$ cat config.mk
export PLATFORM = sky130hd
export DESIGN_NAME = apb_slave_mem
export DESIGN_NICKNAME = d
export VERILOG_FILES = /design/src/rtl/apb_slave_mem.sv
export SDC_FILE = /design/constraint.sdc
export NUM_CORES = 2
export LEC_CHECK = 0
export BUFFER_PORTS_ARGS = -buffer_cell sky130_fd_sc_hd__buf_4
export CAP_MARGIN = 25
export CORE_UTILIZATION = 35
export CTS_CLUSTER_DIAMETER = 200
export DETAILED_ROUTE_END_ITERATION = 12
export PLACE_DENSITY = 0.51
export SLEW_MARGIN = 20
export SYNTH_ARGS = -nofsm -noshare
export SYNTH_HDL_FRONTEND = slang
export SYNTH_SLANG_ARGS = --single-unit
$ cat constraint.sdc
create_clock -name p_clk -period 7.5 [get_ports p_clk]
set_input_delay 0.75 -clock p_clk [delete_from_list [all_inputs] [get_ports p_clk]]
set_output_delay 0.75 -clock p_clk [all_outputs]
set_load 0.01 [all_outputs]
$ cat src/rtl/apb_slave_mem.sv
// -----------------------------------------------------------------------------
// apb_slave_mem
//
// APB4 completer with a built-in byte-strobed word memory. It is a generic
// scratch/register memory that sits behind the APB bridge. The data width and
// memory depth are parameters. A programmable number of wait states is
// inserted into every access phase. Misaligned and out-of-range addresses
// return SLVERR. A transfer is abandoned if the requester drops p_sel
// mid-transfer.
//
// Parameters:
//   DataWidth  : bus/word width in bits (8, 16, 32 or 64)
//   NumWords   : memory depth in words (power of 2, >= 2)
//   AddrBits   : width of p_addr (>= log2(DataWidth/8) + log2(NumWords))
//   WaitStates : p_ready-low cycles per access phase (0..15)
//
// Ports:
//   p_clk      in   clock, rising edge
//   p_resetn   in   asynchronous active-low reset
//   p_addr     in   byte address
//   p_sel      in   select
//   p_enable   in   access-phase indicator
//   p_write    in   1 = write, 0 = read
//   p_wdata    in   write data
//   p_strb     in   write byte strobes (ignored on reads)
//   p_rdata    out  read data (zero unless an OKAY read completes)
//   p_ready    out  transfer completes in this cycle
//   p_slverr   out  error response, qualified by p_ready
// -----------------------------------------------------------------------------
module apb_slave_mem #(
    parameter int DataWidth  = 32,
    parameter int NumWords   = 64,
    parameter int AddrBits   = 32,
    parameter int WaitStates = 0
) (
    input  logic                   p_clk,
    input  logic                   p_resetn,
    input  logic [AddrBits-1:0]    p_addr,
    input  logic                   p_sel,
    input  logic                   p_enable,
    input  logic                   p_write,
    input  logic [DataWidth-1:0]   p_wdata,
    input  logic [DataWidth/8-1:0] p_strb,
    output logic [DataWidth-1:0]   p_rdata,
    output logic                   p_ready,
    output logic                   p_slverr
);

    localparam int NB  = DataWidth / 8;      // byte lanes
    localparam int LB  = $clog2(NB);         // byte-offset bits
    localparam int IW  = $clog2(NumWords);   // word-index bits
    localparam int TOP = LB + IW;            // first address bit above the index

    localparam logic [3:0] WAIT_INIT = 4'(WaitStates);

    typedef enum logic {
        IDLE,
        ACCESS
    } state_t;

    state_t                 state_q, state_d;
    logic [3:0]             cnt_q, cnt_d;
    logic                   capture;

    logic [IW-1:0]          idx_q;
    logic                   err_q;
    logic                   write_q;
    logic [NB-1:0]          strb_q;
    logic [DataWidth-1:0]   wdata_q;

    logic [DataWidth-1:0]   mem [NumWords];

    // -------------------------------------------------------------------------
    // Address decode. It is used only when the setup phase is captured, so
    // p_addr never reaches an output combinationally.
    // -------------------------------------------------------------------------
    logic [IW-1:0] idx;
    logic          misaligned;
    logic          range_err;

    assign idx = p_addr[TOP-1:LB];

    generate
        if (LB > 0) begin : g_misaligned
            assign misaligned = |p_addr[LB-1:0];
        end else begin : g_no_misaligned
            assign misaligned = 1'b0;
        end

        // Any bit above the index makes the address out of range. There is
        // no wrap, so a high address can never alias onto a real word.
        if (AddrBits > TOP) begin : g_range
            assign range_err = |p_addr[AddrBits-1:TOP];
        end else begin : g_no_range
            assign range_err = 1'b0;
        end
    endgenerate

    // -------------------------------------------------------------------------
    // FSM next state and wait counter
    // -------------------------------------------------------------------------
    // NOTE: every signal written here gets a default first, so no path leaves
    // it unassigned and no latch is inferred.
    always_comb begin
        state_d = state_q;
        cnt_d   = cnt_q;
        capture = 1'b0;
        case (state_q)
            IDLE: begin
                // p_enable without a prior setup is ignored.
                if (p_sel && !p_enable) begin
                    capture = 1'b1;
                    cnt_d   = WAIT_INIT;
                    state_d = ACCESS;
                end
            end
            ACCESS: begin
                if (!p_sel) begin
                    // Abort: drop the transfer without a response or a write.
                    state_d = IDLE;
                end else if (!p_enable) begin
                    // A repeated setup replaces the pending transfer.
                    capture = 1'b1;
                    cnt_d   = WAIT_INIT;
                end else if (cnt_q != 4'd0) begin
                    cnt_d = cnt_q - 4'd1;
                end else begin
                    state_d = IDLE;
                end
            end
            default: state_d = IDLE;
        endcase
    end

    // NOTE: sequential state uses non-blocking assignments only, so every
    // flop samples the values from before the edge.
    always_ff @(posedge p_clk or negedge p_resetn) begin
        if (!p_resetn) begin
            state_q <= IDLE;
            cnt_q   <= '0;
            idx_q   <= '0;
            err_q   <= 1'b0;
            write_q <= 1'b0;
            strb_q  <= '0;
            wdata_q <= '0;
        end else begin
            state_q <= state_d;
            cnt_q   <= cnt_d;
            if (capture) begin
                idx_q   <= idx;
                err_q   <= misaligned | range_err;
                write_q <= p_write;
                strb_q  <= p_strb;
                wdata_q <= p_wdata;
            end
        end
    end

    // -------------------------------------------------------------------------
    // Response
    // -------------------------------------------------------------------------
    logic mem_we;
    logic rd_en;

    assign p_ready  = (state_q == ACCESS) && p_sel && p_enable && (cnt_q == 4'd0);
    assign p_slverr = p_ready & err_q;
    assign mem_we   = p_ready & write_q & ~err_q;
    assign rd_en    = p_ready & ~write_q & ~err_q;
    assign p_rdata  = rd_en ? mem[idx_q] : '0;

    // -------------------------------------------------------------------------
    // Memory
    // -------------------------------------------------------------------------
    // NOTE: the memory must read back as zero after reset, so it is built
    // from reset flops rather than an inferred RAM macro.
    always_ff @(posedge p_clk or negedge p_resetn) begin
        if (!p_resetn) begin
            for (int i = 0; i < NumWords; i++) begin
                mem[i] <= '0;
            end
        end else if (mem_we) begin
            for (int k = 0; k < NB; k++) begin
                if (strb_q[k]) begin
                    mem[idx_q][8*k +: 8] <= wdata_q[8*k +: 8];
                end
            end
        end
    end

endmodule

======== Word-level counts from Yosys, hierarchy flattened ========
Cells that the tools add are included.
cells by class
  add/sub/neg operators ................... 1
  $lt $le $gt $ge ......................... 2
  equality and inequality tests ........... 3
  multiplexer cells ....................... 36
  bitwise gates (word level) .............. 10
  reduce and logical (&&, ||, !) cells .... 11
operators by type and width
  kind                   number
  $mux W2048             7
  $bwmux W2048           4
  $demux W32 S6          4
  $bmux W32 S6           1
  $mux W32               4
  $mux W24               1
  $reduce_or A24 Y1      1
  $mux W16               1
  $mux W4                4
  $mux W8                1
  $pmux W4 S2            1
  $ge A7 B7 Y1 const B   1
  $lt A7 B1 Y1 const B   1
  $not A6 Y7             1
  $mux W1                6
  $and A1 B1 Y1          5
  $logic_and A1 B1 Y1    5
  $logic_not A4 Y1       1
  $ne A2 B2 Y1 const B   2
  $pmux W1 S2            2
  $reduce_bool A4 Y1     1
  $sub A4 B1 Y4 const B  1
  $ne A3 B2 Y1 const B   1
  $not A1 Y1             3
  other kinds (4)        4
storage, ports and cells
  flip-flop bits (word level) ............. 2097
  bits of input ports ..................... 73
  output and inout port bits .............. 34
  word-level logic and storage cells ...... 134

======== Depth between registers and ports, before layout ========
  depth in word-level cells ............... 16
  depth in mapped cells ................... 11
  gate-level depth less buffers ........... 7

======== Worst setup path before layout ========
Ideal clock, no wire load.
  kind .................................... flip-flop to output port
  start point ............................. register idx_q[0]
  end point ............................... output p_rdata[25]
  arrival time ............................ 2145 ps
  required time ........................... 6750 ps
  setup slack ............................. 4605 ps
  stages on the path, launching flop included .. 11
  buffers on the path ..................... 5
  path through ............................ dfrtp_1 > buf_2 > buf_6 > nor2_1 > clkbuf_1 > buf_2 > clkbuf_1 > a22oi_1 > o221ai_1 > a22oi_1 > a31oi_1
between the ends
  word-level cells in the longest chain between the ends .. 5
ends and longest elaborated chain
  element                                       RTL line  text
  start: declaration                            65        logic [IW-1:0] idx_q;
  start signal: assignment                      150       idx_q <= idx;
  $not A6 Y7 (not written as such)              169       assign p_rdata = rd_en ? mem[idx_q] : '0;
  $bmux W32 S6                                  169
  $mux W32 (not written as such) (2 in series)  169
  $mux W32                                      169
  end: declaration                              44        output logic [DataWidth-1:0] p_rdata,
Every way passes these cells. The select of a mux whose other input is x is not followed.

======== Worst setup path after layout ========
  start point ............................. register idx_q[1]
  end point ............................... output p_rdata[25]
Same word-level chain as after synthesis.

==> results_dict.tcl <==
set metrics [dict create \
    result_of_the_run "finished clean" \
    yosys-top-cells-count "sky130_fd_sc_hd__dfrtp_1, sky130_fd_sc_hd__mux2_2, sky130_fd_sc_hd__a221oi_1" \
    critPathCaptureType "output pin" \
    synth-edff-count 0 \
    stdcell_count 10700 \
    timing.rr.start "idx_q[2]" \
    boundaryPins 107 \
    timing_worst_slew_pin_value_ps 1190 \
    rsz0062_at_grt "false" \
    worst_setup_path_start_kind "register" \
    skew_ps 96.0 \
    syn_area_sq_um 99200 \
    starting_density_of_the_core_pct 35.2 \
    wire_per_inst_um 30.7 \
    final_net_count 6865 \
    final_wirelength_um 329000 \
    mappedNetlistNets 6930 \
    critical_path_arrival_ps 5260 \
    tritoncts_clock_tree "done" \
    slew_viol_final 0 \
    flow.area_growth_from_synthesis_pct 12.9 \
    fp.dieH_um 534 \
    cts-htree-levels 4 \
    placed_area_sq_um 104000 \
    numCtsBuffers 233 \
    power.share.clock_pct 44.4 \
    ctsLongestPathBuffers 4 \
    fmax_mhz 166 \
    place_congestion 0.804 \
    power_dens_cells_nw_per_um2 235 \
    route.detailed.drc 0 \
    first_global_vias 64300 \
    yosysTopAreaCellShare_pct 52.9 \
    maxSlewHeadroom_pct 20.6 \
    timing.hold.worst_endpoint "wdata_q[31]" \
    setup_tns_ps 0 \
    synth_ff_type "sky130_fd_sc_hd__dfrtp_1" \
    sw_share_pct 28.2 \
    power_frac_comb_pct 12.0 \
    drt-initial-drc-count 5025 \
    hold-path-cell-count 2 \
    irDropWorstVdd_v 0.000212 \
    power_leakage_nw 56.9 \
    yosysMostFrequentCell "sky130_fd_sc_hd__dfrtp_1" \
    post-route-min-period_ps 6010 \
    avgViaCountPerCell 5.73 \
    cts_clock_pin_slew_for_the_worst_setup_and_hold_paths_ps 60 \
    worstSetupPathType "register to output pin" \
    dpl.cell_count 10300 \
    cellInternalPower_mw 18.9 \
    ctsResizeCount 0 \
    share_of_flip_flops_with_an_asynchronous_set_or_reset_pct 100 \
    globalRouteTotalUtil_pct 22.9 \
    num_rows 195 \
    seqPwrFrac_pct 43.6 \
    synth.ff_latch_count 2097 \
    cts_num_sinks 2097 \
    syn_area_per_cell_sq_um 14.5 \
    clk_latency_ps 930 \
    final_hold_viol_count 0 \
    drt_pre_antenna_iters 6 \
    r2r-end "mem[673]" \
    total_switching_power_mw 7.41 \
    design.core.area_sq_um 282000 \
    io_buffers 106 \
    routed-via-count 61400 \
    worstPathMaxFanout 73 \
    post_synth_inst_count 6856 \
    final_min_period_over_clock_period_pct 80.1 \
    synth-seq-area-share_pct 52.9 \
    hold_start "p_wdata[31]" \
    layout.cell_area.non_filler_sq_um 112000 \
    number_of_antenna_violations_at_the_first_check_in_global_routing 6 \
    cts_root_buffer "sky130_fd_sc_hd__clkbuf_16" \
    timing.critical_path.required_ps 6750 \
    grt_first_pass_wirelength_um 481000 \
    min_path_type "primary input to register" \
    yosys_warnings 0 \
    detailedPlacementHpwl_um 205000 \
    detail-route-antenna-nets 0 \
    max_cap_viol_count 0 \
    worstRegToRegCells 6 \
    number_of_library_cell_types_mapped_by_synthesis 75 \
    ff2ff_setup_slack_ps 2670 \
    design.die.area_sq_um 286000 \
    grt_start_max_net_pins 164 \
    grt_overflow_total 0 \
    synth_area_leaders "sky130_fd_sc_hd__dfrtp_1, sky130_fd_sc_hd__mux2_2, sky130_fd_sc_hd__mux2_4" \
    synth_top_cell_by_area "sky130_fd_sc_hd__dfrtp_1" \
    finalSetupViolations 0 \
    die_w_um 534 \
    final_layout_size_suffix_gt1_share_pct 42.1 \
]
## power by group through the flow
stage / combinational [mW] / clock, mW / sequential, mW
after floorplan: 1.61 / 0 / 11.6
after global placement: 3.10 / 0 / 11.7
after detailed placement: 3.14 / 0 / 11.7
after CTS: 3.14 / 11.9 / 11.5
after global routing: 3.30 / 12.4 / 11.5
final: 3.15 / 11.7 / 11.5
## repair_timing
item / CTS / global route
setup buffers: 0 / 0
hold endpoints to repair: 111 / 0
hold buffers: 1 / 0
## registers in the layout, summed over array words and instances, names as in the netlist
name     flops
write_q      1
cnt_q        4
idx_q        6
state_q      1
mem       2048
strb_q       4
err_q        1
wdata_q     32
## layout by cell type (no fill, tap or decap), types with 51 or more instances in the layout
cell                        Yosys  final
sky130_fd_sc_hd__dfrtp_1     2097   2062
sky130_fd_sc_hd__mux2_2      1477   1477
sky130_fd_sc_hd__a221oi_1     498    498
sky130_fd_sc_hd__mux2_4       320    320
sky130_fd_sc_hd__mux2_1       314    314
sky130_fd_sc_hd__buf_4          6    248
sky130_fd_sc_hd__clkbuf_16      0    233
sky130_fd_sc_hd__nor2_1       196    191
sky130_fd_sc_hd__nor2_8       178    178
sky130_fd_sc_hd__nand2_1      154    149
sky130_fd_sc_hd__a22oi_1      142    142
sky130_fd_sc_hd__o21ai_0      142    142
sky130_fd_sc_hd__mux4_2       139    139
sky130_fd_sc_hd__mux2i_1      117    117
sky130_fd_sc_hd__o22ai_1       73     73
sky130_fd_sc_hd__clkbuf_8       0     55
sky130_fd_sc_hd__clkbuf_1     424     53
sky130_fd_sc_hd__a21oi_1       52     52
sky130_fd_sc_hd__nor3_1        53     51
## layer usage
layer  share of wire (%)  GRT usage, %  routed length, um  vias to the layer above
li1                    -             -                  -                    25700
met1                  46          32.6             150000                    33500
met2                  46          35.5             150000                     1668
met3                 5.0          3.32              16600                      488
met4                 3.8          8.20              12400                        0
met5                   0             0                  0                        -
## worst max-delay path, stage by stage, from the launching register on
cell and delay (ps):
sky130_fd_sc_hd__dfrtp_4 890, sky130_fd_sc_hd__inv_8 400, sky130_fd_sc_hd__buf_12 380, sky130_fd_sc_hd__a221oi_1 720, sky130_fd_sc_hd__nor3_1 110, sky130_fd_sc_hd__nor3_1 730, sky130_fd_sc_hd__and4_1 300, sky130_fd_sc_hd__a31oi_1 290
sky130_fd_sc_hd__buf_4 290
## cell families (layout without fill, tap and decap cells)
group | count (synthesis) | after routing | share of synthesized area, %
AO/OA/AOI/OAI | 1045 | 1045 | 8.13
XOR/XNOR | 2 | 2 | 0.0177
adder cells (fa/ha/maj) | 1 | 1 | 0.0126
buffers and inverters | 601 | 723 | 2.61
flip-flops | 2097 | 2097 | 52.9
multiplexers | 2367 | 2367 | 29.5
other | 0 | 3 | 0
AND/OR/NAND/NOR | 743 | 743 | 6.80
## layout make-up
cell class                      instances  area (sq um)
Clock inverter                         81           925
Clock buffer                          341          6790
Sequential cell                      2097         52500
Antenna cell                            3          7.51
Fill cell                           26300        170000
Tap cell                             3743          4680
Inverter                                8          46.3
Timing Repair Buffer                  293          2760
Multi-Input combinational cell       4158         44300
## worst max-delay path by stage
stage	to	startpoint	slack (ps)
final	p_rdata[25]	idx_q[1]	1490
after global routing	p_rdata[25]	idx_q[1]	1550
after CTS	p_rdata[25]	idx_q[1]	1560
after detailed placement	p_rdata[25]	idx_q[1]	2570
after global placement	p_rdata[25]	idx_q[1]	2560
after floorplan	p_rdata[25]	idx_q[0]	4600
## metrics by stage
| stage | util, % | hold slack (ps) | worst slack, ps | power (mW) |
|---|---|---|---|---|
| after floorplan | - | 452 | 4600 | 13.2 |
| after global placement | 36.9 | 462 | 2560 | 14.8 |
| after detailed placement | 37.0 | 469 | 2570 | 14.8 |
| after CTS | 39.7 | 14.5 | 1560 | 26.5 |
| after global routing | 39.7 | 31.6 | 1550 | 27.1 |
| final | 39.7 | 67.0 | 1490 | 26.3 |
Note: power is estimated with default switching activity, not from simulation.
